[src/rtl/wbu_writeback_pkg.sv]
// Shared definitions for the writeback stage: load funct3 encodings and FSM states.
package wbu_writeback_pkg;

  localparam logic [2:0] F3_LB  = 3'b000;
  localparam logic [2:0] F3_LH  = 3'b001;
  localparam logic [2:0] F3_LW  = 3'b010;
  localparam logic [2:0] F3_LBU = 3'b100;
  localparam logic [2:0] F3_LHU = 3'b101;

  typedef enum logic [1:0] {
    ST_IDLE     = 2'd0,
    ST_WAIT_MEM = 2'd1,
    ST_WRITE    = 2'd2
  } wbu_state_e;

endpackage

[src/rtl/wbu_writeback_if.sv]
// Execute-to-writeback handshake, memory response, register-file write and commit signals.
interface wbu_writeback_if #(
  parameter int unsigned ADDR_WIDTH = 5,
  parameter int unsigned DATA_WIDTH = 32
);
  logic                  in_valid;
  logic                  in_ready;
  logic [DATA_WIDTH-1:0] in_pc;
  logic [ADDR_WIDTH-1:0] in_rd;
  logic                  in_rd_wen;
  logic                  in_is_load;
  logic [2:0]            in_funct3;
  logic [DATA_WIDTH-1:0] in_alu_result;
  logic                  mem_rvalid;
  logic [DATA_WIDTH-1:0] mem_rdata;
  logic                  rf_wen;
  logic [ADDR_WIDTH-1:0] rf_waddr;
  logic [DATA_WIDTH-1:0] rf_wdata;
  logic                  commit_valid;
  logic [DATA_WIDTH-1:0] commit_pc;
  logic                  err_timeout;

  // Writeback stage side
  modport slave (
    input  in_valid, in_pc, in_rd, in_rd_wen, in_is_load, in_funct3, in_alu_result,
    input  mem_rvalid, mem_rdata,
    output in_ready, rf_wen, rf_waddr, rf_wdata, commit_valid, commit_pc, err_timeout
  );

  // Execute stage / memory / environment side
  modport master (
    output in_valid, in_pc, in_rd, in_rd_wen, in_is_load, in_funct3, in_alu_result,
    output mem_rvalid, mem_rdata,
    input  in_ready, rf_wen, rf_waddr, rf_wdata, commit_valid, commit_pc, err_timeout
  );
endinterface

[src/rtl/wbu_writeback_load_ext.sv]
// Load data alignment and sign/zero extension from a word-aligned memory read.
module wbu_load_ext
  import wbu_writeback_pkg::*;
#(
  parameter int unsigned DATA_WIDTH = 32
) (
  input  logic [2:0]            funct3,
  input  logic [1:0]            addr,
  input  logic [DATA_WIDTH-1:0] rdata,
  output logic [DATA_WIDTH-1:0] ext_data_c
);

  logic [4:0]            shamt;
  logic [DATA_WIDTH-1:0] shifted;
  logic [7:0]            byte_v;
  logic [15:0]           half_v;

  // Shifting right zero-fills the upper bytes for misaligned accesses.
  always_comb begin
    shamt   = {addr, 3'b000};
    shifted = rdata >> shamt;
    byte_v  = shifted[7:0];
    half_v  = shifted[15:0];
    case (funct3)
      F3_LB:   ext_data_c = {{(DATA_WIDTH-8){byte_v[7]}}, byte_v};
      F3_LH:   ext_data_c = {{(DATA_WIDTH-16){half_v[15]}}, half_v};
      F3_LBU:  ext_data_c = {{(DATA_WIDTH-8){1'b0}}, byte_v};
      F3_LHU:  ext_data_c = {{(DATA_WIDTH-16){1'b0}}, half_v};
      default: ext_data_c = shifted;
    endcase
  end

endmodule

[src/rtl/wbu_writeback.sv]
// Writeback stage: accepts one retired instruction, waits for load data if needed,
// then performs a single register-file write and commit pulse.
module wbu_writeback
  import wbu_writeback_pkg::*;
#(
  parameter int unsigned ADDR_WIDTH     = 5,
  parameter int unsigned DATA_WIDTH     = 32,
  parameter int unsigned TIMEOUT_CYCLES = 255
) (
  input logic            clk,
  input logic            rst,
  wbu_writeback_if.slave bus
);

  localparam int unsigned CNT_W = (TIMEOUT_CYCLES > 2) ? $clog2(TIMEOUT_CYCLES) : 1;

  wbu_state_e            state_q, state_d;
  logic [CNT_W-1:0]      cnt_q, cnt_d;
  logic [DATA_WIDTH-1:0] pc_q, pc_d;
  logic [ADDR_WIDTH-1:0] rd_q, rd_d;
  logic                  rd_wen_q, rd_wen_d;
  logic [2:0]            funct3_q, funct3_d;
  logic [1:0]            addr_lo_q, addr_lo_d;

  logic                  in_ready_q, in_ready_d;
  logic                  rf_wen_q, rf_wen_d;
  logic [ADDR_WIDTH-1:0] rf_waddr_q, rf_waddr_d;
  logic [DATA_WIDTH-1:0] rf_wdata_q, rf_wdata_d;
  logic                  commit_valid_q, commit_valid_d;
  logic [DATA_WIDTH-1:0] commit_pc_q, commit_pc_d;
  logic                  err_timeout_q, err_timeout_d;

  logic [DATA_WIDTH-1:0] load_data;

  wbu_load_ext #(
    .DATA_WIDTH (DATA_WIDTH)
  ) u_load_ext (
    .funct3     (funct3_q),
    .addr       (addr_lo_q),
    .rdata      (bus.mem_rdata),
    .ext_data_c (load_data)
  );

  // Next-state, latches and registered outputs.
  always_comb begin
    state_d        = state_q;
    cnt_d          = cnt_q;
    pc_d           = pc_q;
    rd_d           = rd_q;
    rd_wen_d       = rd_wen_q;
    funct3_d       = funct3_q;
    addr_lo_d      = addr_lo_q;
    rf_wen_d       = 1'b0;
    rf_waddr_d     = rf_waddr_q;
    rf_wdata_d     = rf_wdata_q;
    commit_valid_d = 1'b0;
    commit_pc_d    = commit_pc_q;
    err_timeout_d  = err_timeout_q;

    case (state_q)
      ST_IDLE: begin
        if (bus.in_valid) begin
          pc_d      = bus.in_pc;
          rd_d      = bus.in_rd;
          rd_wen_d  = bus.in_rd_wen;
          funct3_d  = bus.in_funct3;
          addr_lo_d = bus.in_alu_result[1:0];
          cnt_d     = '0;
          if (bus.in_is_load) begin
            state_d = ST_WAIT_MEM;
          end else begin
            state_d        = ST_WRITE;
            rf_wen_d       = bus.in_rd_wen && (bus.in_rd != '0);
            rf_waddr_d     = bus.in_rd;
            rf_wdata_d     = bus.in_alu_result;
            commit_valid_d = 1'b1;
            commit_pc_d    = bus.in_pc;
          end
        end
      end

      ST_WAIT_MEM: begin
        cnt_d = cnt_q + CNT_W'(1);
        // A response on the terminal-count cycle still counts as on time.
        if (bus.mem_rvalid) begin
          state_d        = ST_WRITE;
          rf_wen_d       = rd_wen_q && (rd_q != '0);
          rf_waddr_d     = rd_q;
          rf_wdata_d     = load_data;
          commit_valid_d = 1'b1;
          commit_pc_d    = pc_q;
        end else if (cnt_q == CNT_W'(TIMEOUT_CYCLES - 1)) begin
          state_d       = ST_IDLE;
          err_timeout_d = 1'b1;
          cnt_d         = '0;
        end
      end

      ST_WRITE: begin
        state_d = ST_IDLE;
      end

      default: begin
        state_d = ST_IDLE;
      end
    endcase

    in_ready_d = (state_d == ST_IDLE);
  end

  always_ff @(posedge clk) begin
    if (rst) begin
      state_q        <= ST_IDLE;
      cnt_q          <= '0;
      pc_q           <= '0;
      rd_q           <= '0;
      rd_wen_q       <= 1'b0;
      funct3_q       <= '0;
      addr_lo_q      <= '0;
      in_ready_q     <= 1'b1;
      rf_wen_q       <= 1'b0;
      rf_waddr_q     <= '0;
      rf_wdata_q     <= '0;
      commit_valid_q <= 1'b0;
      commit_pc_q    <= '0;
      err_timeout_q  <= 1'b0;
    end else begin
      state_q        <= state_d;
      cnt_q          <= cnt_d;
      pc_q           <= pc_d;
      rd_q           <= rd_d;
      rd_wen_q       <= rd_wen_d;
      funct3_q       <= funct3_d;
      addr_lo_q      <= addr_lo_d;
      in_ready_q     <= in_ready_d;
      rf_wen_q       <= rf_wen_d;
      rf_waddr_q     <= rf_waddr_d;
      rf_wdata_q     <= rf_wdata_d;
      commit_valid_q <= commit_valid_d;
      commit_pc_q    <= commit_pc_d;
      err_timeout_q  <= err_timeout_d;
    end
  end

  assign bus.in_ready     = in_ready_q;
  assign bus.rf_wen       = rf_wen_q;
  assign bus.rf_waddr     = rf_waddr_q;
  assign bus.rf_wdata     = rf_wdata_q;
  assign bus.commit_valid = commit_valid_q;
  assign bus.commit_pc    = commit_pc_q;
  assign bus.err_timeout  = err_timeout_q;

endmodule

[src/flat_wrapper.sv]
// flat-port wrapper written by rule: the top's interface ports become plain ports
module wbu_writeback_flat import wbu_writeback_pkg::*;
#(
  parameter int unsigned ADDR_WIDTH     = 5,
  parameter int unsigned DATA_WIDTH     = 32,
  parameter int unsigned TIMEOUT_CYCLES = 255
)
  (clk, rst, bus_in_valid, bus_in_pc, bus_in_rd, bus_in_rd_wen, bus_in_is_load, bus_in_funct3, bus_in_alu_result, bus_mem_rvalid, bus_mem_rdata, bus_in_ready, bus_rf_wen, bus_rf_waddr, bus_rf_wdata, bus_commit_valid, bus_commit_pc, bus_err_timeout);
  wbu_writeback_if #(.ADDR_WIDTH(ADDR_WIDTH), .DATA_WIDTH(DATA_WIDTH)) bus_i ();
  input logic clk;
  input logic rst;
  input wire logic [$bits(bus_i.in_valid)-1:0] bus_in_valid;
  input wire logic [$bits(bus_i.in_pc)-1:0] bus_in_pc;
  input wire logic [$bits(bus_i.in_rd)-1:0] bus_in_rd;
  input wire logic [$bits(bus_i.in_rd_wen)-1:0] bus_in_rd_wen;
  input wire logic [$bits(bus_i.in_is_load)-1:0] bus_in_is_load;
  input wire logic [$bits(bus_i.in_funct3)-1:0] bus_in_funct3;
  input wire logic [$bits(bus_i.in_alu_result)-1:0] bus_in_alu_result;
  input wire logic [$bits(bus_i.mem_rvalid)-1:0] bus_mem_rvalid;
  input wire logic [$bits(bus_i.mem_rdata)-1:0] bus_mem_rdata;
  output wire logic [$bits(bus_i.in_ready)-1:0] bus_in_ready;
  output wire logic [$bits(bus_i.rf_wen)-1:0] bus_rf_wen;
  output wire logic [$bits(bus_i.rf_waddr)-1:0] bus_rf_waddr;
  output wire logic [$bits(bus_i.rf_wdata)-1:0] bus_rf_wdata;
  output wire logic [$bits(bus_i.commit_valid)-1:0] bus_commit_valid;
  output wire logic [$bits(bus_i.commit_pc)-1:0] bus_commit_pc;
  output wire logic [$bits(bus_i.err_timeout)-1:0] bus_err_timeout;
  assign bus_i.in_valid = bus_in_valid;
  assign bus_i.in_pc = bus_in_pc;
  assign bus_i.in_rd = bus_in_rd;
  assign bus_i.in_rd_wen = bus_in_rd_wen;
  assign bus_i.in_is_load = bus_in_is_load;
  assign bus_i.in_funct3 = bus_in_funct3;
  assign bus_i.in_alu_result = bus_in_alu_result;
  assign bus_i.mem_rvalid = bus_mem_rvalid;
  assign bus_i.mem_rdata = bus_mem_rdata;
  assign bus_in_ready = bus_i.in_ready;
  assign bus_rf_wen = bus_i.rf_wen;
  assign bus_rf_waddr = bus_i.rf_waddr;
  assign bus_rf_wdata = bus_i.rf_wdata;
  assign bus_commit_valid = bus_i.commit_valid;
  assign bus_commit_pc = bus_i.commit_pc;
  assign bus_err_timeout = bus_i.err_timeout;
  wbu_writeback #(.ADDR_WIDTH(ADDR_WIDTH), .DATA_WIDTH(DATA_WIDTH), .TIMEOUT_CYCLES(TIMEOUT_CYCLES)) u_core (.clk(clk), .rst(rst), .bus(bus_i));
endmodule
[config.mk]
export PLATFORM = sky130hd
export DESIGN_NAME = wbu_writeback_flat
export DESIGN_NICKNAME = d
export VERILOG_FILES = /design/src/rtl/wbu_writeback_pkg.sv /design/src/rtl/wbu_writeback_if.sv /design/src/rtl/wbu_writeback_load_ext.sv /design/src/rtl/wbu_writeback.sv /design/src/flat_wrapper.sv
export SDC_FILE = /design/constraint.sdc
export NUM_CORES = 1
export LEC_CHECK = 0
export BUFFER_PORTS_ARGS = -buffer_cell sky130_fd_sc_hd__buf_2
export CAP_MARGIN = 15
export CORE_MARGIN = 3
export CORE_UTILIZATION = 50
export DETAILED_ROUTE_END_ITERATION = 12
export HOLD_SLACK_MARGIN = 0.1
export MAX_ROUTING_LAYER = met4
export PLACE_DENSITY = 0.84
export SETUP_SLACK_MARGIN = 0.5
export SLEW_MARGIN = 40
export SYNTH_ARGS = -nofsm -noshare
export SYNTH_HDL_FRONTEND = slang
export SYNTH_SLANG_ARGS = --single-unit
[constraint.sdc]
create_clock -name clk -period 3 [get_ports clk]
set_input_delay 0.15 -clock clk [delete_from_list [all_inputs] [get_ports clk]]
set_output_delay 0.15 -clock clk [all_outputs]
set_load 0.01 [all_outputs]
== Word level (Yosys, flattened, before mapping) ==
Index checks and enable logic that the tools add are counted.
Storage, ports and cells
  output and inout port bits: 73
  register bits after elaboration: 126
  input bits: 110
Cells by class
  bitwise operators: 1
  eq/ne operators: 8
  reduce and logical (&&, ||, !) cells: 12
  mux-type cells: 30
  shift operators: 1
  add/subtract/negate cells: 1
Operators by type and width (number)
  $mux 32: 6
  $pmux 32 s2: 2
  $pmux 32 s4: 1
  $shr 32x5->32: 1
  $mux 8: 3
  $pmux 8 s2: 1
  $mux 5: 3
  $pmux 5 s2: 1
  $reduce_bool 5->1: 2
  $add 8x1->8 const B: 1
  $eq 8x8->1 const B: 1
  $mux 2: 4
  $eq 3x3->1 const B: 2
  $mux 1: 6
  $ne 2x2->1 const B: 3
  $logic_not 2->1: 2
  $pmux 1 s2: 2
  $pmux 2 s2: 1
  $reduce_and 2->1: 2
  $reduce_and 4->1: 1
  $eq 3x1->1 const B: 1
  $logic_not 3->1: 1
  $reduce_and 3->1: 1
  $eq 2x1->1 const B: 1
  other kinds (3): 4

== Depth between registers and ports, before layout ==
Gate-level depths: netlist of the first run.
  depth after elaboration: 5
  gate-level depth with buffers: 7

== By module ==
From an unflattened synthesis of the first run, not the netlist that was laid out.
Second synthesis, totals
  cells, all modules: 756
  area total of the unflattened synthesis: 5790.6 µm²
Modules (own cells, without submodules)
  wbu_writeback: cells each 649, seq. area each 2522.4 µm², times used 1, area each 5096.1 µm²
  wbu_load_ext: cells each 107, seq. area each 0.0 µm², times used 1, area each 694.4 µm²

== Least setup slack after synthesis of the first run ==
No wires, ideal clock.
  kind: register to register
  from: register u_core.state_q[0]
  to: register u_core.commit_pc_q[8], in the netlist u_core.bus.commit_pc[8]
  arrival time: 1.436 ns
  buffers on the path: 2
  cell stages (with the launch flop): 6
  clock period less this slack: 1.583 ns
  slack: 1.417 ns
  cells stage by stage: dfxtp_1 -> or3b_4 -> a21oi_4 -> buf_6 -> buf_4 -> a311oi_2
Between the ends
  longest elaborated chain between the ends: 3
  elaborated cells on any way between the ends: 8
  classes of those cells: eq/ne (4); mux (1); reduce/logical (3)
Ends and longest elaborated chain
  from (decl): line wbu_writeback.sv:17  | wbu_state_e state_q, state_d;
  from (signal assigned): line wbu_writeback.sv:128  | state_q <= state_d;
  $eq 2x1->1 / $logic_not 2->1 (equally long branches): line wbu_writeback.sv:60  | case (state_q)
  $ne 2x2->1 (no source line) / $reduce_bool 2->1 (equally long branches)
  $reduce_and 4->1 (no source line)
  to (signal assigned): line wbu_writeback.sv:140  | commit_pc_q <= commit_pc_d;
  to (decl): line wbu_writeback.sv:30  | logic [DATA_WIDTH-1:0] commit_pc_q, commit_pc_d;
Several ways; a longest one is shown, not always the timed one.
A chain may end at the register's enable or synchronous reset.

== Worst setup path in the final report of the first run ==
  from: register u_core.state_q[1]
  to: register u_core.cnt_q[4]
Between the ends
  longest elaborated chain between the ends: 3
  elaborated cells on any way between the ends: 6
  classes of those cells: eq/ne (2); mux (1); reduce/logical (3)
Ends and longest elaborated chain
  $eq 2x1->1 / $logic_not 2->1 (equally long branches): line wbu_writeback.sv:60
  $reduce_bool 2->1 (no source line) / $ne 2x2->1 (equally long branches)
  $reduce_and 2->1 (no source line)
  to (signal assigned): line wbu_writeback.sv:129  | cnt_q <= cnt_d;
  to (decl): line wbu_writeback.sv:18  | logic [CNT_W-1:0] cnt_q, cnt_d;
Several ways; a longest one is shown, not always the timed one.

==> implementation parameters, run 1 <==
Parameter                              Value

Synth
  Post-Syn Area ... 6140 um2
  Post-synth net total ... 839
  Most common library cells after synthesis ... sky130_fd_sc_hd__nand2_1, sky130_fd_sc_hd__dfxtp_1, sky130_fd_sc_hd__a21oi_1, sky130_fd_sc_hd__nor2_1, sky130_fd_sc_hd__a311oi_2
  Cell taking the most area after synthesis ... sky130_fd_sc_hd__dfxtp_1
  Prevailing post-synth register cell ... sky130_fd_sc_hd__dfxtp_1
  Most common cell in the netlist ... sky130_fd_sc_hd__nand2_1
  Most area-consuming cells after synthesis ... sky130_fd_sc_hd__dfxtp_1, sky130_fd_sc_hd__nand2_1, sky130_fd_sc_hd__a311oi_2
  Proportion of netlist area held by the largest area contributor ... 0.411
  Post-synthesis sequential area ratio ... 0.411
  Number of storage elements in the synthesis netlist ... 126
  Average instance area after synthesis ... 8.45 um2
  Count of yosys warnings during synthesis ... 0
  Fraction of registers with async set or reset after synthesis ... 0
  Number of distinct library cells after synthesis ... 50
  Number of enable flip-flop cells after synthesis ... 0
  Gate count of the mapped netlist ... 727

Route
  Post-detailed-route DRC marker count ... 0
  Final wirelength ... 18700 um
  Violation count after the first detailed-route iteration ... 588
  Via Count ... 6363
  Post-route ant nets ... 0
  Post-DR wirelength/cell ... 16.9 um
  Post-detailed-route via-to-cell ratio ... 5.74
  Number of iterations in the first detailed-routing pass ... 6

Worst setup path
  Critical path start-end classification ... reg -> reg
  CP required ... 3.34 ns
  Critical path arrival ... 2.51 ns
  Kind of capture point of the worst setup path ... register
  Critical path fanouts, max ... 35
  Startpoint kind of the worst setup timing path ... register

Place
  Placement Cell Area ... 7030 um2
  Placed instance count ... 1002
  Routability congestion estimate from global placement ... 0.874
  Half-perimeter wire length after placement ... 11300 um
  Count of input and output buffers ... 182
  Post-place setup slack ... 0.866 ns

STA
  Minimum clock period after layout ... 2.17 ns
  Least-Margin Pin Slew ... 0.833 ns
  Setup repair after global routing missed its margin ... no
  Slew Limit Headroom ... 0.444
  Share of the clock period used by the worst path after layout ... 0.724
  Setup violations, final ... 0
  Setup TNS ... 0 ns
  Post-route setup slack ... 0.829 ns
  Count of final max-slew check failures ... 0
  Final Hold Violating Endpoints ... 0
  Setup clock skew after layout ... 0.00696 ns
  Maximum frequency from static timing analysis ... 461 MHz

Finish
  Multi-input logic area ... 3290 um2
  Number of antenna diodes ... 0
  Number of standard cells in the final layout excluding fillers ... 1109
  Fraction of final layout cells with drive strength greater than 1 ... 0.298
  Fillers ... 848
  Area growth from synthesis to layout ... 36.5%
  Post-layout instance area ... 8390 um2
  Total area of sequential cells ... 2520 um2
  Nets ... 1065
  Utilization after layout ... 0.716

Power and ir drop
  Worst IR drop on VDD ... 0.000346 V
  P per Cell Area ... 577 nW/um2
  Internal Dissipation ... 3520 uW
  Reg power frac ... 0.389
  Static Leakage ... 0.00349 uW
  Logic gate share of total power ... 0.183
  Switching power summed over all nets ... 1310 uW
  Switching share of power ... 0.272
  Clk network pwr share ... 0.428

Clocking
  Root buf cell ... sky130_fd_sc_hd__clkbuf_16
  Maximum buffer depth of the clock tree ... 2
  Clk_lat worst skew ... 0.42 ns
  Number of post-CTS setup repair buffers ... 0
  H-tree levels ... 4
  Number of clock buffers inserted by TritonCTS ... 17
  CTS tree ... done
  TritonCTS sink count ... 126
  Clock transition at the register clock pins on the worst setup and hold paths after CTS ... 0.05 ns
  Post-CTS sizing ... 0

GRT
  Global-route wire length before repair ... 29700 um
  Pin count of the biggest net entering global routing ... 83
  Via count of the first global-routing pass ... 6170
  Combined global-route utilization of all metal layers ... 0.282
  Number of antenna violations at the first check in global routing ... 0
  Total gr overflow ... 0

Outcome
  Status ... finished, final reports clean

Die
  I/O pin total ... 183
  Height of the chip ... 117 um
  Initial standard-cell utilization of the core ... 0.524
  Standard-cell rows ... 39
  Floorplan die area ... 13700 um2
  Core region area ... 11700 um2
  Chip width ... 117 um

Min path
  Type of the worst min-delay path ... in -> reg

Run
  # Max-Cap Violations ... 0
worst max-delay path, stage by stage (launching register included):
cell and delay, ns:
sky130_fd_sc_hd__dfxtp_1 0.45, sky130_fd_sc_hd__nand2b_2 0.66, sky130_fd_sc_hd__a211oi_2 0.64, sky130_fd_sc_hd__a41oi_1 0.19, sky130_fd_sc_hd__a31oi_1 0.16
what timing repair did:
item	CTS	global route
hold endpoints to repair	111	0
endpoints found under the setup margin	0	0
hold buffers	75	0
placed cells by master, fill, tap and decap left out, types with 3 or more instances in the layout:
cell and count:
sky130_fd_sc_hd__nand2b_1 3, sky130_fd_sc_hd__o21ai_1 8, sky130_fd_sc_hd__nand3b_1 8, sky130_fd_sc_hd__clkbuf_16 17, sky130_fd_sc_hd__nand3_1 11, sky130_fd_sc_hd__nor2_1 55, sky130_fd_sc_hd__buf_4 9, sky130_fd_sc_hd__and4_1 3
sky130_fd_sc_hd__a311oi_2 45, sky130_fd_sc_hd__bufinv_16 3, sky130_fd_sc_hd__or3_1 3, sky130_fd_sc_hd__mux2_2 7, sky130_fd_sc_hd__o21ai_0 24, sky130_fd_sc_hd__o211ai_1 15, sky130_fd_sc_hd__buf_2 181, sky130_fd_sc_hd__inv_1 5
sky130_fd_sc_hd__a21oi_1 55, sky130_fd_sc_hd__mux2i_1 17, sky130_fd_sc_hd__clkinv_2 5, sky130_fd_sc_hd__a22oi_1 9, sky130_fd_sc_hd__a31oi_1 13, sky130_fd_sc_hd__dfxtp_1 126, sky130_fd_sc_hd__o21bai_1 8, sky130_fd_sc_hd__dlygate4sd3_1 75
sky130_fd_sc_hd__nand2_1 208, sky130_fd_sc_hd__a221oi_1 8
registers in the layout (all words and copies together), names as in the netlist, 2 cells and up:
signal	count
u_core.cnt_q	8
u_core.bus.rf_waddr	5
u_core.state_q	2
u_core.addr_lo_q	2
u_core.funct3_q	3
u_core.bus.rf_wdata	32
u_core.pc_q	32
u_core.rd_q	5
u_core.bus.commit_pc	32
logic make-up after synthesis:
| kind of cell | after synthesis | share of synthesized area |
|---|---|---|
| buf+inv | 66 | 0.0566 |
| simple gates | 305 | 0.206 |
| flops | 126 | 0.411 |
| fa+ha+maj | 2 | 0.00407 |
| mux | 25 | 0.0442 |
| xor+xnor | 3 | 0.00428 |
| compound gates | 200 | 0.274 |
power by group through the flow:
stage | Sequential, uW | Clock [uW] | Combinational, uW
after floorplan | 1940 | 0 | 496
after global placement | 1910 | 0 | 774
after detailed placement | 1910 | 0 | 788
after CTS | 1880 | 2090 | 870
after global routing | 1890 | 2180 | 969
final | 1880 | 2070 | 885
metrics by stage:
step	power, uW	hold slack (ns)
final	4840	0.126
after CTS	4830	0.104
after global placement	2680	0.400
after floorplan	2430	0.286
after detailed placement	2700	0.400
after global routing	5040	0.130
final timing paths:
path / start / to / slack, ns / cells past startpoint
setup / recovery: u_core.state_q[1]$_SDFF_PP0_ / u_core.cnt_q[4]$_SDFFE_PP0P_ / 0.83 / 4
hold / removal: bus_mem_rvalid / u_core.bus.rf_wen$_SDFF_PP0_ / 0.13 / 3
hold reg to reg: u_core.bus.rf_wdata[17]$_SDFFE_PP0P_ / u_core.bus.rf_wdata[17]$_SDFFE_PP0P_ / 0.45 / 2
setup reg to reg: u_core.state_q[1]$_SDFF_PP0_ / u_core.cnt_q[4]$_SDFFE_PP0P_ / 0.83 / 4
cell type report:
type                            count  area share
Sequential cell                   126       0.301
Multi-Input combinational cell    535       0.392
Clock buffer                       21      0.0549
Inverter                            5     0.00224
Tap cell                          143      0.0213
Clock inverter                     11      0.0167
Timing Repair Buffer              268       0.212
per-layer routing:
layer  vias up  global-route usage  share of wire
li1       3035                   -              -
met1      3006               0.325           0.41
met2       259               0.461           0.50
met3        63              0.0756          0.062
met4         0               0.128          0.035
met5         -                   -              0
Note: power is estimated with default switching activity, not from simulation.
==> run 2, diff against run 1 <==
ABC_AREA = 1   (was not set)
PLACE_DENSITY = 0.85   (was 0.84)
clock period = 2.2 ns   (was 3 ns; I/O delays follow)
==> run 2 against run 1 <==
First-iteration DRC count is 1.5% higher. Setup slack worse by 0.20 ns. Sequential power up 38%. Sequential share of layout area rose by 1.0 points. Clock skew rose by 0.0028 ns. Cell count rose by 7.8%. Wire length is 3.5% lower. Maximum frequency up 38%. Highest routed layer unchanged. Sequential cell count stayed put. Synthesized cell count increased by 12%. Register-to-register slack lost 0.20 ns. Non-clock buffer count is the same.
==> implementation parameters, run 2 <==
Parameter                              Value

Synth
  Fraction of registers with async set or reset after synthesis ... 0 (unchanged)
  Count of yosys warnings during synthesis ... 0 (unchanged)
  Number of distinct library cells after synthesis ... 30 (-40%)
  Average instance area after synthesis ... 7.01 um2 (-17%)
  Cell taking the most area after synthesis ... sky130_fd_sc_hd__dfxtp_1
  Proportion of netlist area held by the largest area contributor ... 0.441 (+0.0307)
  Post-synth net total ... 927 (+10%)
  Post-Syn Area ... 5720 um2 (-6.9%)
  Post-synthesis sequential area ratio ... 0.441 (+0.0307)
  Prevailing post-synth register cell ... sky130_fd_sc_hd__dfxtp_1
  Most common library cells after synthesis ... sky130_fd_sc_hd__nand2_1, sky130_fd_sc_hd__o21ai_0, sky130_fd_sc_hd__dfxtp_1
  Most common cell in the netlist ... sky130_fd_sc_hd__nand2_1
  Number of enable flip-flop cells after synthesis ... 0 (unchanged)
  Most area-consuming cells after synthesis ... sky130_fd_sc_hd__dfxtp_1, sky130_fd_sc_hd__nand2_1, sky130_fd_sc_hd__o21ai_0
  Gate count of the mapped netlist ... 815 (+12%)
  Number of storage elements in the synthesis netlist ... 126 (unchanged)

Worst setup path
  Critical path start-end classification ... reg -> reg
  CP required ... 2.54 ns (-0.80 ns)
  Worst path depth ... 10 (+6)
  Critical path, cell by cell ... inv_1, buf_6, nand2_1, nand3_1, nand3_1, nand2_4, inv_1, nand2_1, nand2_1, a21oi_1
  Critical path fanouts, max ... 17 (-51%)
  Kind of capture point of the worst setup path ... register
  Top cell family by delay on the critical path ... simple AND/OR/NAND/NOR gates
  Bufs and invs on worst path ... 3 (+3)
  Slowest-stage cell, CP ... sky130_fd_sc_hd__dfxtp_1
  Slowest cell delay on critical path ... 0.32 ns (-0.34 ns)
  Critical path arrival ... 1.91 ns (-0.60 ns)
  Worst Reg-to-Reg Cells ... 10 (+6)
  Startpoint kind of the worst setup timing path ... register
  Cell mode on critical path ... sky130_fd_sc_hd__nand2_1

Place
  Count of input and output buffers ... 182 (unchanged)
  Placement Cell Area ... 6700 um2 (-4.8%)
  Half-perimeter wire length after placement ... 10800 um (-4.5%)
  Routability congestion estimate from global placement ... 0.930 (+6.5%)

Die
  Standard-cell rows ... 38 (-2.6%)
  I/O pin total ... 183 (unchanged)
  Floorplan die area ... 12700 um2 (-6.6%)
  Chip width ... 113 um (-3.4%)
  Core region area ... 11000 um2 (-6.2%)
  Height of the chip ... 113 um (-3.4%)
  Initial standard-cell utilization of the core ... 0.520 (-0.00407)

GRT
  Combined global-route utilization of all metal layers ... 0.286 (+0.00390)
  Global-route wire length before repair ... 28900 um (-2.6%)
  Total gr overflow ... 0 (unchanged)
  Pin count of the biggest net entering global routing ... 114 (+37%)
  Number of antenna violations at the first check in global routing ... 0 (unchanged)
  Via count of the first global-routing pass ... 6092 (-1.3%)

STA
  Maximum frequency from static timing analysis ... 636 MHz (+38%)
  Minimum clock period after layout ... 1.57 ns (-0.599 ns)
  Setup violations, final ... 0 (unchanged)
  Final Hold Violating Endpoints ... 0 (unchanged)
  Slew Limit Headroom ... 0.650 (+0.205)
  Setup repair after global routing missed its margin ... yes
  Least-Margin Pin Slew ... 0.524 ns (-0.310 ns)
  Setup TNS ... 0 ns (unchanged)
  Setup clock skew after layout ... 0.00978 ns (+0.00282 ns)
  Share of the clock period used by the worst path after layout ... 0.715 (-0.00902)
  Count of final max-slew check failures ... 0 (unchanged)

Finish
  Post-layout instance area ... 8110 um2 (-3.3%)
  Fillers ... 808 (-4.7%)
  Commonest cells after routing, fill and taps aside ... sky130_fd_sc_hd__nand2_1, sky130_fd_sc_hd__buf_2, sky130_fd_sc_hd__o21ai_0
  Nets ... 1155 (+8.5%)
  Number of antenna diodes ... 0 (unchanged)
  Multi-input logic area ... 2810 um2 (-15%)
  Most common library cell in the layout ignoring fill and taps ... sky130_fd_sc_hd__nand2_1
  Total area of sequential cells ... 2520 um2 (unchanged)
  Area growth from synthesis to layout ... 42.0%
  Fraction of final layout cells with drive strength greater than 1 ... 0.239 (-0.0595)

Power and ir drop
  Worst IR drop on VDD ... 0.000613 V (+77%)
  P per Cell Area ... 863 nW/um2 (+50%)
  Static Leakage ... 0.00371 uW (+6.5%)

Clocking
  Clk_lat worst skew ... 0.41 ns (about the same)
  Maximum buffer depth of the clock tree ... 2 (unchanged)
  TritonCTS sink count ... 126 (unchanged)
  Clock transition at the register clock pins on the worst setup and hold paths after CTS ... 0.06 ns (about the same)
  Root buf cell ... sky130_fd_sc_hd__clkbuf_16
  CTS tree ... done
  H-tree levels ... 4 (unchanged)
  Number of clock buffers inserted by TritonCTS ... 17 (unchanged)

Route
  Post-DR wirelength/cell ... 15.1 um (-11%)
  Number of iterations in the first detailed-routing pass ... 6 (unchanged)
  Routed length on met3 ... 1390 um (+20%)
  Met1 routed wirelength after detailed routing ... 7290 um (-4.2%)
  Post-detailed-route via-to-cell ratio ... 5.43 (-5.4%)
  Final wirelength ... 18100 um (-3.5%)
  Via Count ... 6494 (+2.1%)
  Post-detailed-route DRC marker count ... 0 (unchanged)
  Violation count after the first detailed-route iteration ... 597 (+1.5%)
  Top Layer Used ... met4
  Routed length on met2 ... 8690 um (-6.7%)
  Post-route ant nets ... 0 (unchanged)

Min path
  Type of the worst min-delay path ... in -> reg
  Worst Hold Path Cells ... 4 (+1)

Outcome
  Status ... finished, final reports clean

Run
  # Max-Cap Violations ... 0 (unchanged)
==> run 2: worst reg2reg max path: cells and delay by family (launching register included) <==
kind	cells	cell delay, ns
AND/OR/NAND/NOR	6	0.62
AO/OA/AOI/OAI	1	0.13
flip-flops	1	0.32
buffers and inverters	3	0.43
==> run 2: power breakdown <==
group	leakage (uW)	switching, uW	internal, uW
sequential	0.00104	106	2480
combinational	0.00235	685	500
clock	0.000323	1070	2160
total	0.00371	1870	5140
==> run 2: path summary, 6_finish.rpt <==
kind / slack, ns / to / from
worst max-delay path: 0.63 / u_core.bus.rf_wdata[15]$_SDFFE_PP0P_ / u_core.addr_lo_q[0]$_SDFFE_PP0P_
worst min-delay path: 0.11 / u_core.bus.rf_wdata[21]$_SDFFE_PP0P_ / bus_in_alu_result[21]
worst max register to register: 0.63 / u_core.bus.rf_wdata[15]$_SDFFE_PP0P_ / u_core.addr_lo_q[0]$_SDFFE_PP0P_
worst min register to register: 0.46 / u_core.rd_wen_q$_SDFFE_PP0P_ / u_core.rd_wen_q$_SDFFE_PP0P_
==> run 2: cell type report <==
class                           instances  share of cell area
Inverter                               32              0.0148
Tap cell                              140              0.0216
Clock buffer                           18              0.0541
Multi-Input combinational cell        598               0.346
Timing Repair Buffer                  268               0.223
Clock inverter                         14              0.0295
Sequential cell                       126               0.311
==> run 2: routing by layer <==
layer / vias to the layer above / track usage
li1: 3182 / -
met2: 339 / 0.457
met3: 63 / 0.0695
met5: - / -
met4: 0 / 0.140
met1: 2910 / 0.338
==> run 2: what timing repair did <==
action                     CTS  global route
hold buffers                68             0
hold endpoints to repair   113             0
setup buffers                0             4
gates resized for setup      0             5
setup endpoints to repair    0            45
==> run 2: kinds of logic (layout without fill, tap and decap cells) <==
logic type      after synthesis  after routing  share of synthesized area
simple gates                342            342                      0.240
compound gates              251            251                      0.240
flops                       126            126                      0.441
buf+inv                      91            332                     0.0701
xor+xnor                      3              3                    0.00460
fa+ha+maj                     2              2                    0.00438
==> run 2: through the flow <==
step / worst slack, ns / total power, uW / hold slack, ns / utilization / cells
finish: 0.628 / 7010 / 0.111 / 0.739 / 1196
global route: 0.448 / 7300 / 0.124 / 0.739 / 1196
CTS: 0.518 / 6970 / 0.101 / 0.733 / 1192
detailed placement: 0.613 / 3670 / 0.383 / 0.610 / 1092
global placement: 0.662 / 3650 / 0.380 / 0.610 / 1092
floorplan: 0.880 / 3270 / 0.194 / - / 815
==> run 3, diff against run 2 <==
CORE_UTILIZATION = 46   (was 50)
PLACE_DENSITY = 0.82   (was 0.85)
clock period = 1.3 ns   (was 2.2 ns; I/O delays follow)
==> run 3 against run 2 <==
The run now fails in detailed routing. Synthesized cell count stayed put. Global-route usage is 1.9 points higher. Synthesized area stayed put.
==> implementation parameters, run 3 <==
Parameter                              Value

Die
  Initial standard-cell utilization of the core ... 0.474 (-0.0465)
  Standard-cell rows ... 40 (+5.3%)
  Chip width ... 117 um (+4.0%)
  I/O pin total ... 183 (unchanged)
  Height of the chip ... 117 um (+4.0%)

Synth
  Fraction of registers with async set or reset after synthesis ... 0 (unchanged)
  Number of distinct library cells after synthesis ... 30 (unchanged)
  Count of yosys warnings during synthesis ... 0 (unchanged)
  Most common library cells after synthesis ... sky130_fd_sc_hd__nand2_1, sky130_fd_sc_hd__o21ai_0, sky130_fd_sc_hd__dfxtp_1
  Post-synth net total ... 927 (unchanged)
  Prevailing post-synth register cell ... sky130_fd_sc_hd__dfxtp_1
  Proportion of netlist area held by the largest area contributor ... 0.441 (unchanged)
  Most common cell in the netlist ... sky130_fd_sc_hd__nand2_1
  Post-Syn Area ... 5720 um2 (unchanged)
  Cell taking the most area after synthesis ... sky130_fd_sc_hd__dfxtp_1
  Most area-consuming cells after synthesis ... sky130_fd_sc_hd__dfxtp_1, sky130_fd_sc_hd__nand2_1, sky130_fd_sc_hd__o21ai_0
  Post-synthesis sequential area ratio ... 0.441 (unchanged)
  Average instance area after synthesis ... 7.01 um2 (unchanged)
  Number of enable flip-flop cells after synthesis ... 0 (unchanged)
  Gate count of the mapped netlist ... 815 (unchanged)
  Number of storage elements in the synthesis netlist ... 126 (unchanged)

Clocking
  TritonCTS sink count ... 126 (unchanged)
  Number of clock buffers inserted by TritonCTS ... 17 (unchanged)
  Root buf cell ... sky130_fd_sc_hd__clkbuf_16
  Maximum buffer depth of the clock tree ... 2 (unchanged)
  H-tree levels ... 4 (unchanged)

STA
  End pin of the worst setup path after global-route repair ... u_core.bus.commit_pc[4]$_SDFFE_PP0P_/D
  Worst endpoint kind after the last repair ... register data pin

Place
  Half-perimeter wire length after placement ... 12000 um (+11%)
  Count of input and output buffers ... 182 (unchanged)
  Placed instance count ... 1165 (+6.7%)
  Routability congestion estimate from global placement ... 0.882 (-5.2%)
  Placement Cell Area ... 7220 um2 (+7.8%)

GRT
  Number of antenna violations at the first check in global routing ... 2 (+2)
  Combined global-route utilization of all metal layers ... 0.305 (+0.0186)
  Via count of the first global-routing pass ... 6724 (+10%)
  Global-route wire length before repair ... 33400 um (+16%)
  Total gr overflow ... 0 (unchanged)
  Pin count of the biggest net entering global routing ... 77 (-32%)

Outcome
  Stopped at ... detailed routing
  Status ... aborted with a tool error
  Stop Error ... [ERROR DRT-0255] Maze Route cannot find path of net bus_rf_wdata[20] in worker of routeBox ( 96600 96600 ) ( 117465 117465 ).
-- run 3: cell counts after synthesis --
Identical to the previous run, type by type.
-- run 3: repair_timing --
| action | 4_1_cts | 5_1_grt |
|---|---|---|
| setup buffers | 1 | 10 |
| hold buffers | 85 | 1 |
| cloned | 3 | 10 |
| endpoints found under the setup margin | 199 | 199 |
| pin swaps | 3 | 11 |
| resized for setup | 63 | 150 |
| endpoints found under the hold margin | 124 | 5 |
-- run 3: per-stage QoR --
stage          setup TNS, ns  hold slack (ns)  worst slack [ns]
2_1_floorplan              0            0.149            0.0594
3_3_place_gp          -0.159            0.332           -0.0649
3_5_place_dp           -1.45            0.337           -0.0928
4_1_cts               -0.800         -0.00232           -0.0490
5_1_grt               -11.31           0.0162            -0.230
-- run 3: kinds of logic after synthesis --
kind of cell / count (synthesis) / synth area share
AOI/OAI and AO/OA: 251 / 0.240
xor gates and xnor gates: 3 / 0.00460
adders and majority gates: 2 / 0.00438
buffers and inverters: 91 / 0.0701
DFF: 126 / 0.441
and+or+nand+nor: 342 / 0.240
-- run 3: metal layers --
metal,GRT usage
met1,0.348
met2,0.505
met3,0.0759
met4,0.144
met5,-
==> run 4, diff against run 3 <==
CORE_UTILIZATION = 35   (was 46)
HOLD_SLACK_MARGIN = not set   (was 0.1)
MAX_ROUTING_LAYER = not set   (was met4)
PLACE_DENSITY = not set   (was 0.82)
PLACE_DENSITY_LB_ADDON = 0.15   (was not set)
SETUP_SLACK_MARGIN = not set   (was 0.5)
clock period = 1.7 ns   (was 1.3 ns; I/O delays follow)
==> run 4 against run 3 <==
Global-route usage fell by 11 points. The flow now finishes without violations.
==> implementation parameters, run 4 (synthesis gave the netlist of run 2 again) <==
Parameter                              Value

Outcome
  Status ... finished, final reports clean

STA
  Final Hold Violating Endpoints ... 0
  Minimum clock period after layout ... 1.49 ns
  Setup violations, final ... 0
  Maximum frequency from static timing analysis ... 671 MHz
  Worst Hold Slack ... 0.0140 ns
  Setup TNS ... 0 ns
  Post-route setup slack ... 0.209 ns
  Count of final max-slew check failures ... 0
  Least-Margin Pin Slew ... 0.491 ns
  Setup repair after global routing missed its margin ... no
  Setup clock skew after layout ... 0.00456 ns
  Share of the clock period used by the worst path after layout ... 0.877
  Slew Limit Headroom ... 0.672

Power and ir drop
  Worst IR drop on VDD ... 0.000608 V
  Overall Power ... 8360 uW
  P per Cell Area ... 1050 nW/um2
  Static Leakage ... 0.00363 uW

Finish
  Number of standard cells in the final layout excluding fillers ... 1259
  Fillers ... 1633
  Area growth from synthesis to layout ... 39.5%
  Nets ... 1143
  Most common library cell in the layout ignoring fill and taps ... sky130_fd_sc_hd__nand2_1
  Commonest cells after routing, fill and taps aside ... sky130_fd_sc_hd__nand2_1, sky130_fd_sc_hd__buf_2, sky130_fd_sc_hd__o21ai_0
  Fraction of final layout cells with drive strength greater than 1 ... 0.241

Worst setup path
  Worst setup path startpoint ... u_core.state_q[0]$_SDFF_PP0_
  Critical path start-end classification ... reg -> reg
  Critical path arrival ... 1.82 ns
  CP required ... 2.03 ns
  Critical path fanouts, max ... 18
  Startpoint kind of the worst setup timing path ... register
  Worst reg2reg startpoint ... u_core.state_q[0]$_SDFF_PP0_
  Kind of capture point of the worst setup path ... register

Run
  # Max-Cap Violations ... 0

GRT
  Global routing met1 resource utilization ... 0.258 (-0.0897)
  Met3 GRT Util ... 0.0454 (-0.0305)
  M2 GR Usage ... 0.328 (-0.177)
  Total gr overflow ... 0 (unchanged)
  Pin count of the biggest net entering global routing ... 57 (-26%)
  Global-route wire length before repair ... 29000 um (-13%)
  Number of antenna violations at the first check in global routing ... 0 (-2)
  Combined global-route utilization of all metal layers ... 0.199 (-0.106)
  Via count of the first global-routing pass ... 5769 (-14%)
  Busiest layer in global routing ... met2

Clocking
  Number of clock buffers inserted by TritonCTS ... 17 (unchanged)
  Root buf cell ... sky130_fd_sc_hd__clkbuf_16
  Clock transition at the register clock pins on the worst setup and hold paths after CTS ... 0.05 ns
  Post-CTS sizing ... 0 (-100%)
  H-tree levels ... 4 (unchanged)
  TritonCTS sink count ... 126 (unchanged)
  CTS tree ... done
  Hold-fix buffer count after cts ... 51 (-40%)
  Clk_lat worst skew ... 0.42 ns
  Number of post-CTS setup repair buffers ... 0 (-1)
  Maximum buffer depth of the clock tree ... 2 (unchanged)

Route
  Final wirelength ... 17800 um
  Post-detailed-route via-to-cell ratio ... 4.88
  Via Count ... 6142
  Number of iterations in the first detailed-routing pass ... 5
  Post-DR wirelength/cell ... 14.1 um
  Violation count after the first detailed-route iteration ... 345
  Post-route ant nets ... 0
  Post-detailed-route DRC marker count ... 0

Die
  I/O pin total ... 183 (unchanged)
  Floorplan die area ... 17900 um2
  Initial standard-cell utilization of the core ... 0.358 (-0.115)
  Standard-cell rows ... 46 (+15%)
  Core region area ... 15900 um2
  Height of the chip ... 134 um (+14%)
  Chip width ... 134 um (+14%)

Min path
  Type of the worst min-delay path ... in -> reg
  Critical hold path startpoint ... rst

Place
  Placed instance count ... 1177 (+1.0%)
  Half-perimeter wire length after placement ... 12100 um (+1.0%)
  Count of input and output buffers ... 182 (unchanged)
  Post-place setup slack ... 0.242 ns (+0.335 ns)
  Routability congestion estimate from global placement ... 0.847 (-3.9%)
-- run 4: worst paths after layout --
check / depth (start not counted) / slack (ns) / to
hold / removal: 2 / 0.01 / u_core.bus.commit_valid$_SDFF_PP0_
setup reg to reg: 6 / 0.21 / u_core.bus.commit_pc[19]$_SDFFE_PP0P_
hold reg to reg: 2 / 0.47 / u_core.rd_wen_q$_SDFFE_PP0P_
setup / recovery: 6 / 0.21 / u_core.bus.commit_pc[19]$_SDFFE_PP0P_
-- run 4: report_power, final --
part	internal [uW]	switching (uW)
Combinational	642	873
Clock	2240	1260
Sequential	3220	129
-- run 4: metal layers --
metal | up-vias | part of all wire
li1 | 3153 | -
met1 | 2777 | 0.46
met2 | 185 | 0.47
met3 | 27 | 0.054
met4 | 0 | 0.019
met5 | - | 0
-- run 4: area by class of cell --
class	count	area (um2)	share of cell area
multi-input cells	598	2800	0.351
flip-flops and latches	126	2520	0.316
repair buffers	256	1690	0.212
clock buffers	23	478	0.0599
well taps	216	270	0.0339
inverters	32	120	0.0151
clock inverters	7	87.6	0.0110
diodes	1	2.50	0.000314
-- run 4: metrics by stage --
step                cell area (um2)  utilization
floorplan                      5720            -
global placement               6900        0.433
detailed placement             6900        0.433
CTS                            7970        0.500
global route                   7970        0.500
finish                         7980        0.500
-- run 4: critical path, stage by stage (launching register included) --
cell	delay [ns]
sky130_fd_sc_hd__dfxtp_1	0.35
sky130_fd_sc_hd__inv_2	0.05
sky130_fd_sc_hd__nor2_4	0.16
sky130_fd_sc_hd__buf_4	0.27
sky130_fd_sc_hd__buf_4	0.29
sky130_fd_sc_hd__nand2_1	0.07
sky130_fd_sc_hd__a31oi_1	0.19
